`config.mk`:
```
export PLATFORM = sky130hd
export DESIGN_NAME = regfile_scoreboard
export DESIGN_NICKNAME = d
export VERILOG_FILES = /design/src/rtl/regfile_scoreboard.sv
export SDC_FILE = /design/constraint.sdc
export NUM_CORES = 1
export LEC_CHECK = 0
export CELL_PAD_IN_SITES_DETAIL_PLACEMENT = 0
export CELL_PAD_IN_SITES_GLOBAL_PLACEMENT = 1
export CORE_UTILIZATION = 30
export DETAILED_ROUTE_END_ITERATION = 8
export PLACE_DENSITY = 0.66
export SLEW_MARGIN = 15
export SYNTH_ARGS = -nofsm -noshare
export SYNTH_HDL_FRONTEND = slang
export SYNTH_SLANG_ARGS = --single-unit
```
`constraint.sdc`:
```
create_clock -name clk -period 6.1 [get_ports clk]
set_input_delay 0.61 -clock clk [delete_from_list [all_inputs] [get_ports clk]]
set_output_delay 0.61 -clock clk [all_outputs]
set_load 0.02 [all_outputs]
```
`src/rtl/regfile_scoreboard.sv`:
```
// regfile_scoreboard
// Hazard controller for the register file of the 5-stage pipeline.
// Keeps the destinations of in-flight variable-latency loads in an
// in-order queue plus a per-register pending bitmap. From these it stalls
// l2 on RAW/WAW hazards and on a full queue, drives the operand forward
// selects for l2, and arbitrates the single regfile write port between ALU
// writeback and load-response writeback.
//
// Ports:
//   clk, rstn                 clock, asynchronous active-low reset
//   issue_valid_l2, flush_l2  l2 instruction wants to advance / is squashed
//   rs1_l2, rs2_l2            l2 source registers, use_rs*_l2 = actually read
//   rd_l2, wen_l2, load_l2    l2 destination, writes-rd flag, is-load flag
//   alu_rd_l3, alu_wen_l3     ALU writeback request this cycle
//   ram_rvalid / ram_rready   load response handshake (oldest load first)
//   stall_l2                  hold l2 this cycle
//   fwd1_sel_l2, fwd2_sel_l2  0 regfile, 1 alu_q_l3, 2 ram_rdata_l3
//   rd_l3, load_l3            regfile write address (0 = none), data select
//   lq_count, lq_empty        outstanding loads
module regfile_scoreboard #(
    parameter int LQ_DEPTH = 4
) (
    input  logic                      clk,
    input  logic                      rstn,
    input  logic                      issue_valid_l2,
    input  logic                      flush_l2,
    input  logic [4:0]                rs1_l2,
    input  logic [4:0]                rs2_l2,
    input  logic                      use_rs1_l2,
    input  logic                      use_rs2_l2,
    input  logic [4:0]                rd_l2,
    input  logic                      wen_l2,
    input  logic                      load_l2,
    input  logic [4:0]                alu_rd_l3,
    input  logic                      alu_wen_l3,
    input  logic                      ram_rvalid,
    output logic                      ram_rready,
    output logic                      stall_l2,
    output logic [1:0]                fwd1_sel_l2,
    output logic [1:0]                fwd2_sel_l2,
    output logic [4:0]                rd_l3,
    output logic                      load_l3,
    output logic [$clog2(LQ_DEPTH):0] lq_count,
    output logic                      lq_empty
);

    localparam int PW = $clog2(LQ_DEPTH);
    localparam int CW = PW + 1;

    logic [4:0]    lq_mem_r [LQ_DEPTH];
    logic [PW-1:0] head_r;
    logic [PW-1:0] tail_r;
    logic [CW-1:0] count_r;
    // Bit 0 is never set: x0 is never a hazard.
    logic [31:0]   pending_r;

    logic          alu_busy_s;
    logic          accept_s;
    logic          full_s;
    logic          fire_s;
    logic          push_s;
    logic [4:0]    head_rd_s;
    logic [4:0]    push_rd_s;
    logic [31:0]   clr_s;
    logic [31:0]   set_s;
    logic [31:0]   pend_eff_s;

    // Operand source priority: x0 always from regfile; a response accepted
    // this cycle and an ALU writeback never coincide (rready is low while
    // the ALU owns the port), so their order here is immaterial.
    function automatic logic [1:0] fwd_sel(
        input logic [4:0] rs,
        input logic       acc,
        input logic [4:0] hrd,
        input logic       busy,
        input logic [4:0] ard
    );
        logic [1:0] sel;
        if (rs == 5'd0) begin
            sel = 2'd0;
        end else if (acc && (hrd == rs)) begin
            sel = 2'd2;
        end else if (busy && (ard == rs)) begin
            sel = 2'd1;
        end else begin
            sel = 2'd0;
        end
        return sel;
    endfunction

    // Hazard detection, write-port arbitration and queue control.
    always_comb begin
        alu_busy_s  = alu_wen_l3 && (alu_rd_l3 != 5'd0);
        lq_empty    = (count_r == CW'(0));
        full_s      = (count_r == CW'(LQ_DEPTH));
        ram_rready  = !lq_empty && !alu_busy_s;
        accept_s    = ram_rvalid && ram_rready;
        head_rd_s   = lq_mem_r[head_r];
        clr_s       = 32'd0;
        if (accept_s) begin
            clr_s = 32'd1 << head_rd_s;
        end else begin
            clr_s = 32'd0;
        end
        // A response retiring this cycle already resolves its register.
        pend_eff_s  = pending_r & ~clr_s;
        // A full queue stalls a load even if a pop happens this cycle.
        stall_l2    = issue_valid_l2 &&
                      ((use_rs1_l2 && (rs1_l2 != 5'd0) && pend_eff_s[rs1_l2]) ||
                       (use_rs2_l2 && (rs2_l2 != 5'd0) && pend_eff_s[rs2_l2]) ||
                       (wen_l2     && (rd_l2  != 5'd0) && pend_eff_s[rd_l2])  ||
                       (load_l2    && full_s));
        fire_s      = issue_valid_l2 && !stall_l2 && !flush_l2;
        push_s      = fire_s && load_l2;
        // Loads without a destination still take an entry to consume
        // their response in order.
        push_rd_s   = wen_l2 ? rd_l2 : 5'd0;
        set_s       = 32'd0;
        if (push_s && (push_rd_s != 5'd0)) begin
            set_s = 32'd1 << push_rd_s;
        end else begin
            set_s = 32'd0;
        end
        fwd1_sel_l2 = fwd_sel(rs1_l2, accept_s, head_rd_s, alu_busy_s, alu_rd_l3);
        fwd2_sel_l2 = fwd_sel(rs2_l2, accept_s, head_rd_s, alu_busy_s, alu_rd_l3);
        load_l3     = accept_s;
        if (accept_s) begin
            rd_l3 = head_rd_s;
        end else if (alu_wen_l3) begin
            rd_l3 = alu_rd_l3;
        end else begin
            rd_l3 = 5'd0;
        end
        lq_count    = count_r;
    end

    // Load queue, pointers, occupancy and pending bitmap.
    always_ff @(posedge clk or negedge rstn) begin
        if (!rstn) begin
            head_r    <= {PW{1'b0}};
            tail_r    <= {PW{1'b0}};
            count_r   <= {CW{1'b0}};
            pending_r <= 32'd0;
            for (int i = 0; i < LQ_DEPTH; i++) begin
                lq_mem_r[i] <= 5'd0;
            end
        end else begin
            if (push_s) begin
                lq_mem_r[tail_r] <= push_rd_s;
                tail_r           <= tail_r + PW'(1);
            end
            if (accept_s) begin
                head_r <= head_r + PW'(1);
            end
            case ({push_s, accept_s})
                2'b10:   count_r <= count_r + CW'(1);
                2'b01:   count_r <= count_r - CW'(1);
                default: count_r <= count_r;
            endcase
            // A same-cycle push may re-arm the register being retired.
            pending_r <= pend_eff_s | set_s;
        end
    end

endmodule
```
---- After elaboration in Yosys (flattened, before gate mapping) ----
Index checks and enable logic that the tools add are counted.
word-level totals
  register bits ........................... 59
  output and inout port bits .............. 16
operators by class
  add/subtract/negate cells ............... 4
  $lt $le $gt $ge ......................... 6
  equality and inequality tests ........... 7
  shift operators ......................... 2
  multiplexer cells ....................... 24
  bitwise logic cells ..................... 5
  reduce and logical (&&, ||, !) cells .... 36
operator list
  kind                    count
  $mux W32                2
  $shl A1 B5 Y32 const A  2
  $and A32 B32 Y32        1
  $not A32 Y32            1
  $or A32 B32 Y32         1
  $mux W5                 6
  $reduce_bool A5 Y1      5
  $bwmux W20              1
  $eq A5 B5 Y1            4
  $logic_and A1 B1 Y1     20
  $lt A5 B6 Y1 const B    3
  $bmux W1 S5             3
  $bmux W5 S2             1
  $demux W5 S2            1
  $logic_not A5 Y1        2
  $mux W2                 4
  $ge A3 B3 Y1 const B    2
  $not A2 Y3              2
  $pmux W3 S2             1
  $mux W1                 5
  $add A2 B1 Y2 const B   2
  $logic_not A1 Y1        4
  $add A3 B1 Y3 const B   1
  $eq A3 B3 Y1 const B    1
  other kinds (7)         9

---- Longest topological paths before layout ----
  depth in word-level cells ............... 22
  gate-level depth with buffers ........... 19

---- Worst setup path after synthesis ----
No wires, ideal clock.
  path type ............................... input to register
  start point ............................. input port alu_rd_l3[1]
  end point ............................... register count_r[2] (netlist: lq_count[2])
  library setup time ...................... 0.132 ns
  data arrival time ....................... 4.242 ns
  required time ........................... 5.968 ns
  setup slack ............................. 1.725 ns
  stages on the path ...................... 16
  path buffers ............................ 1
  path through ............................ or4_1 -> o21ai_2 -> nand4_2 -> o21a_1 -> mux4_2 -> a2111oi_2 -> o2111ai_1 -> nor4_1 -> nand3_1 -> buf_2 -> ha_1 -> inv_1 -> fa_1 -> xor2_1 -> nor2_1 -> xor2_1
on the way
  word-level cells in the longest chain between the ends .. 21
ends and longest elaborated chain
  item                                                      RTL line  text
  from (decl)                                               34        input logic [4:0] alu_rd_l3,
  $reduce_bool A5 Y1 *                                      93        alu_busy_s = alu_wen_l3 && (alu_rd_l3 != 5'd0);
  $logic_and A1 B1 Y1 *                                     93
  $logic_not A1 Y1 *                                        96        ram_rready = !lq_empty && !alu_busy_s;
  $logic_and A1 B1 Y1 *                                     96
  $logic_and A1 B1 Y1 *                                     97        accept_s = ram_rvalid && ram_rready;
  $mux W32                                                  100       if (accept_s) begin
  $not A32 Y32                                              106       pend_eff_s = pending_r & ~clr_s;
  $and A32 B32 Y32                                          106
  [4 not listed]                                            -
  $logic_or A1 B1 Y1                                        110       (use_rs2_l2 && (rs2_l2 != 5'd0) && pend_eff_s[rs2_l2]) ||
  $logic_or A1 B1 Y1                                        111       (wen_l2 && (rd_l2 != 5'd0) && pend_eff_s[rd_l2]) ||
  $logic_and A1 B1 Y1                                       108       stall_l2 = issue_valid_l2 &&
  $logic_not A1 Y1                                          113       fire_s = issue_valid_l2 && !stall_l2 && !flush_l2;
  $logic_and A1 B1 Y1 (2 in series)                         113
  $logic_and A1 B1 Y1                                       114       push_s = fire_s && load_l2;
  $eq A2 B1 Y1 / $eq A2 B2 Y1 (equally long branches)       155       case ({push_s, accept_s})
  $pmux W3 S2 / $reduce_bool A2 Y1 (equally long branches)  -
  to (signal assigned)                                      156       2'b10: count_r <= count_r + CW'(1);
  to (signal assigned)                                      157       2'b01: count_r <= count_r - CW'(1);
  to (signal assigned)                                      158       default: count_r <= count_r;
  to (decl)                                                 53        logic [CW-1:0] count_r;
Mark *: on every way between the ends. The rest lies on a longest branch, timed or not. The select of a mux whose other input is x is not followed.
A chain may end at the register's enable or synchronous reset.

---- Worst setup path after layout ----
  start point ............................. input port alu_rd_l3[1]
  end point ............................... output port stall_l2
on the way
  word-level cells in the longest chain between the ends .. 15
ends and longest elaborated chain
  item                                           RTL line  text
  $reduce_bool A5 Y1 *                           93
  $logic_and A1 B1 Y1 *                          93
  $logic_not A1 Y1 *                             96
  $logic_and A1 B1 Y1 *                          96
  $logic_and A1 B1 Y1 *                          97
  $mux W32 *                                     100
  $not A32 Y32 *                                 106
  $and A32 B32 Y32 *                             106
  $bmux W1 S5, on equally long branches          109, 110
  $mux W1, on equally long branches              109, 110
  $logic_and A1 B1 Y1, on equally long branches  109, 110
  $logic_or A1 B1 Y1                             109       ((use_rs1_l2 && (rs1_l2 != 5'd0) && pend_eff_s[rs1_l2]) ||
  $logic_or A1 B1 Y1 *                           110
  $logic_or A1 B1 Y1 *                           111
  $logic_and A1 B1 Y1 *                          108
  to (decl)                                      38        output logic stall_l2,
Marks and branches as above.

==> flow_summary.toml <==
[run_status]
status = "complete, no violations"

[clock_network]
htree_levels = 3
cts.repair.resized = 0
holdBufCountCts = 0
cts_sinks = 59
cts_setup_buffers = 0
cts_root_buf = "clkbuf_16"
clockBufferDepth = 2
clk_pin_slew_ps = 50
numCtsBuffers = 9
clkLatencyLatePin_ps = 340
cts_tree = "built"

[sta]
worst_pin_slew_ps = 807
fin_crit_sh_pct = 92.7
finalSetupViolCount = 0
clock_skew_ps = 8.84
rsz0062_at_grt = "no"
timing.final.hold_violations = 0
tns_ps = 0
slew_headroom_pct = 46.0
period_needed_ps = 5650
final-max-slew-violation-count = 0
fmax_mhz = 177

[synth]
ys.flop_type = "dfrtp_1"
synthDominantAreaCellType = "dfrtp_1"
async_flop_share_pct = 100
synth-seq-cells = 59
avgSynthCellArea_um2 = 9.37
synth_nets = 513
seq_area_frac_synth_pct = 33.0
syn_area_um2 = 4470
ys_top_cells_by_count = "dfrtp_1 (59), nand2_1 (35), o21ai_0 (34)"
yosys.area.top_type_share_pct = 33.0
synthTopCellsByArea = "dfrtp_1 (33%), mux2_2 (5.0%), mux4_2 (5.0%)"
synth.most_common_cell = "dfrtp_1"
synth_cells = 477
synth_edf_count = 0
yosysUniqueCellTypes = 65
yosys_warnings = 0

[power_and_ir_drop]
p_leak_uw = 0.00208
ir_worst_vdd_uv = 148
powerDensity_nw_per_um2 = 348

[worst_setup_path]
required_ps = 5490
crit_fanout = 10
path_class = "input pin to output pin"
timing.rr.start = "head_r[0]"
r2r_slack_ps = 1170
r2r_end = "lq_count[2]"
critical_path_arrival_ps = 5040
cp-end-kind = "output pin"
reg2reg_depth = 16
worst_setup_path_start_kind = "input pin"

[drt]
drt_iter0_drc = 424
detail_route.wl_per_cell_um = 22.8
drc_errors = 0
drt-pass1-iter-count = 5
viasPerCell = 6.10
drtAntennaViolNets = 0
vias = 4277
routed_wirelength_mm = 16.0

[final_layout]
drive_above_1_share_pct = 14.5
multi_input_area_um2 = 2810
nFillCells = 1462
area_growth_pct = 20.7
ff_latch_area_um2 = 1480
fin_cells = 701
final_nets = 548
diodes = 0

[grt]
antenna_found_initial = 0
first_global_vias = 4137
grt_max_degree = 60
grt_pass1_wl_mm = 24.6
track_usage_pct = 21.8
overflow = 0

[job]
cap_violations = 0

[floorplan]
dieArea_um2 = 15400
core_um2 = 14500
row_count = 44
dieHeight_um = 124
initial_core_util_pct = 30.8
boundaryPins = 46
die_w_um = 124

[worst_hold_path]
hold_path_class = "input pin to async pin"

[placed_design]
gp_congestion = 0.907
portBuffers = 45
dp_hpwl_mm = 11.5
place_inst = 685
[where the power goes]
part | internal, uW | leakage [uW] | switching [uW]
Clock | 284 | 0.000130 | 190
Sequential | 493 | 0.000790 | 90.1
Combinational | 325 | 0.00116 | 494
[metal layers]
metal  part of all wire, %  GRT usage, %  vias up
met1                    44          30.2     2102
met3                   7.0          3.48       35
met2                    45          33.3      223
li1                      -             -     1917
met4                   3.0          9.60        0
met5                     0             0        -
[state kept, by name, indices dropped and copies added, names as in the netlist]
signal / cells
pending_r: 32
tail_r: 2
lq_count: 3
lq_mem_r: 20
head_r: 2
[critical path, cell delays in order]
cell and delay [ps]:
clkdlybuf4s50_1 530, or4_1 570, o21ai_2 440, nand4_2 350, o21a_1 270, mux4_2 480
a2111oi_2 340, o2111ai_1 300, nor4_1 330, buf_4 170, a21boi_0 80, clkdlybuf4s50_1 580
[cells by family (layout without fill, tap and decap cells)]
group | Yosys count | count (layout) | synth area share [%]
flip-flops | 59 | 59 | 33.0
XOR/XNOR | 22 | 22 | 4.31
AO/OA/AOI/OAI | 154 | 154 | 23.8
buffers and inverters | 46 | 86 | 4.14
AND/OR/NAND/NOR | 147 | 147 | 19.8
adder cells (fa/ha/maj) | 6 | 6 | 1.85
multiplexers | 43 | 43 | 13.1
[per-stage QoR]
step           hold slack, ps  total power, uW  cell area [um^2]  utilization (%)  setup WS [ps]
2_1_floorplan             314             1110              4470                -           1730
3_3_place_gp              469             1380              5120             35.2            527
6_report                  418             1880              5400             37.1            448
3_5_place_dp              480             1400              5120             35.2            485
5_1_grt                   507             1980              5400             37.1            142
4_1_cts                   473             1880              5400             37.1            467
[cell usage in the layout, fill, tap and decap left out, types with 8 or more instances in the layout]
cell type and count:
dfrtp_1 59, clkdlybuf4s50_1 44, nand2_1 35, o21ai_0 34, o31ai_1 27, mux2_2 20
o211ai_1 16, xnor2_1 16, buf_4 16, nor3_1 15, nand3_1 15, a21oi_1 15
nor2_1 14, nor2b_1 13, nand4_1 12, mux4_2 10, inv_1 9, mux2i_1 9
nand2b_1 9, clkbuf_16 9, and2_1 8
[how the worst max path moves through the flow]
stage / slack (ps) / from / endpoint / depth (start not counted)
4_1_cts: 470 / alu_rd_l3[1] / stall_l2 / 12
5_1_grt: 140 / alu_rd_l3[1] / stall_l2 / 12
6_report: 450 / alu_rd_l3[1] / stall_l2 / 12
3_3_place_gp: 530 / alu_rd_l3[1] / stall_l2 / 12
3_5_place_dp: 480 / alu_rd_l3[1] / stall_l2 / 12
2_1_floorplan: 1730 / alu_rd_l3[1] / lq_count[2] / 16
[cell type report]
type,instances,area share [%]
Multi-Input combinational cell,372,52.1
Sequential cell,59,27.4
Timing Repair Buffer,61,10.5
Clock buffer,10,4.43
Tap cell,184,4.27
Clock inverter,6,0.765
Inverter,9,0.626
No activity file was read; power rests on OpenSTA's default activity.
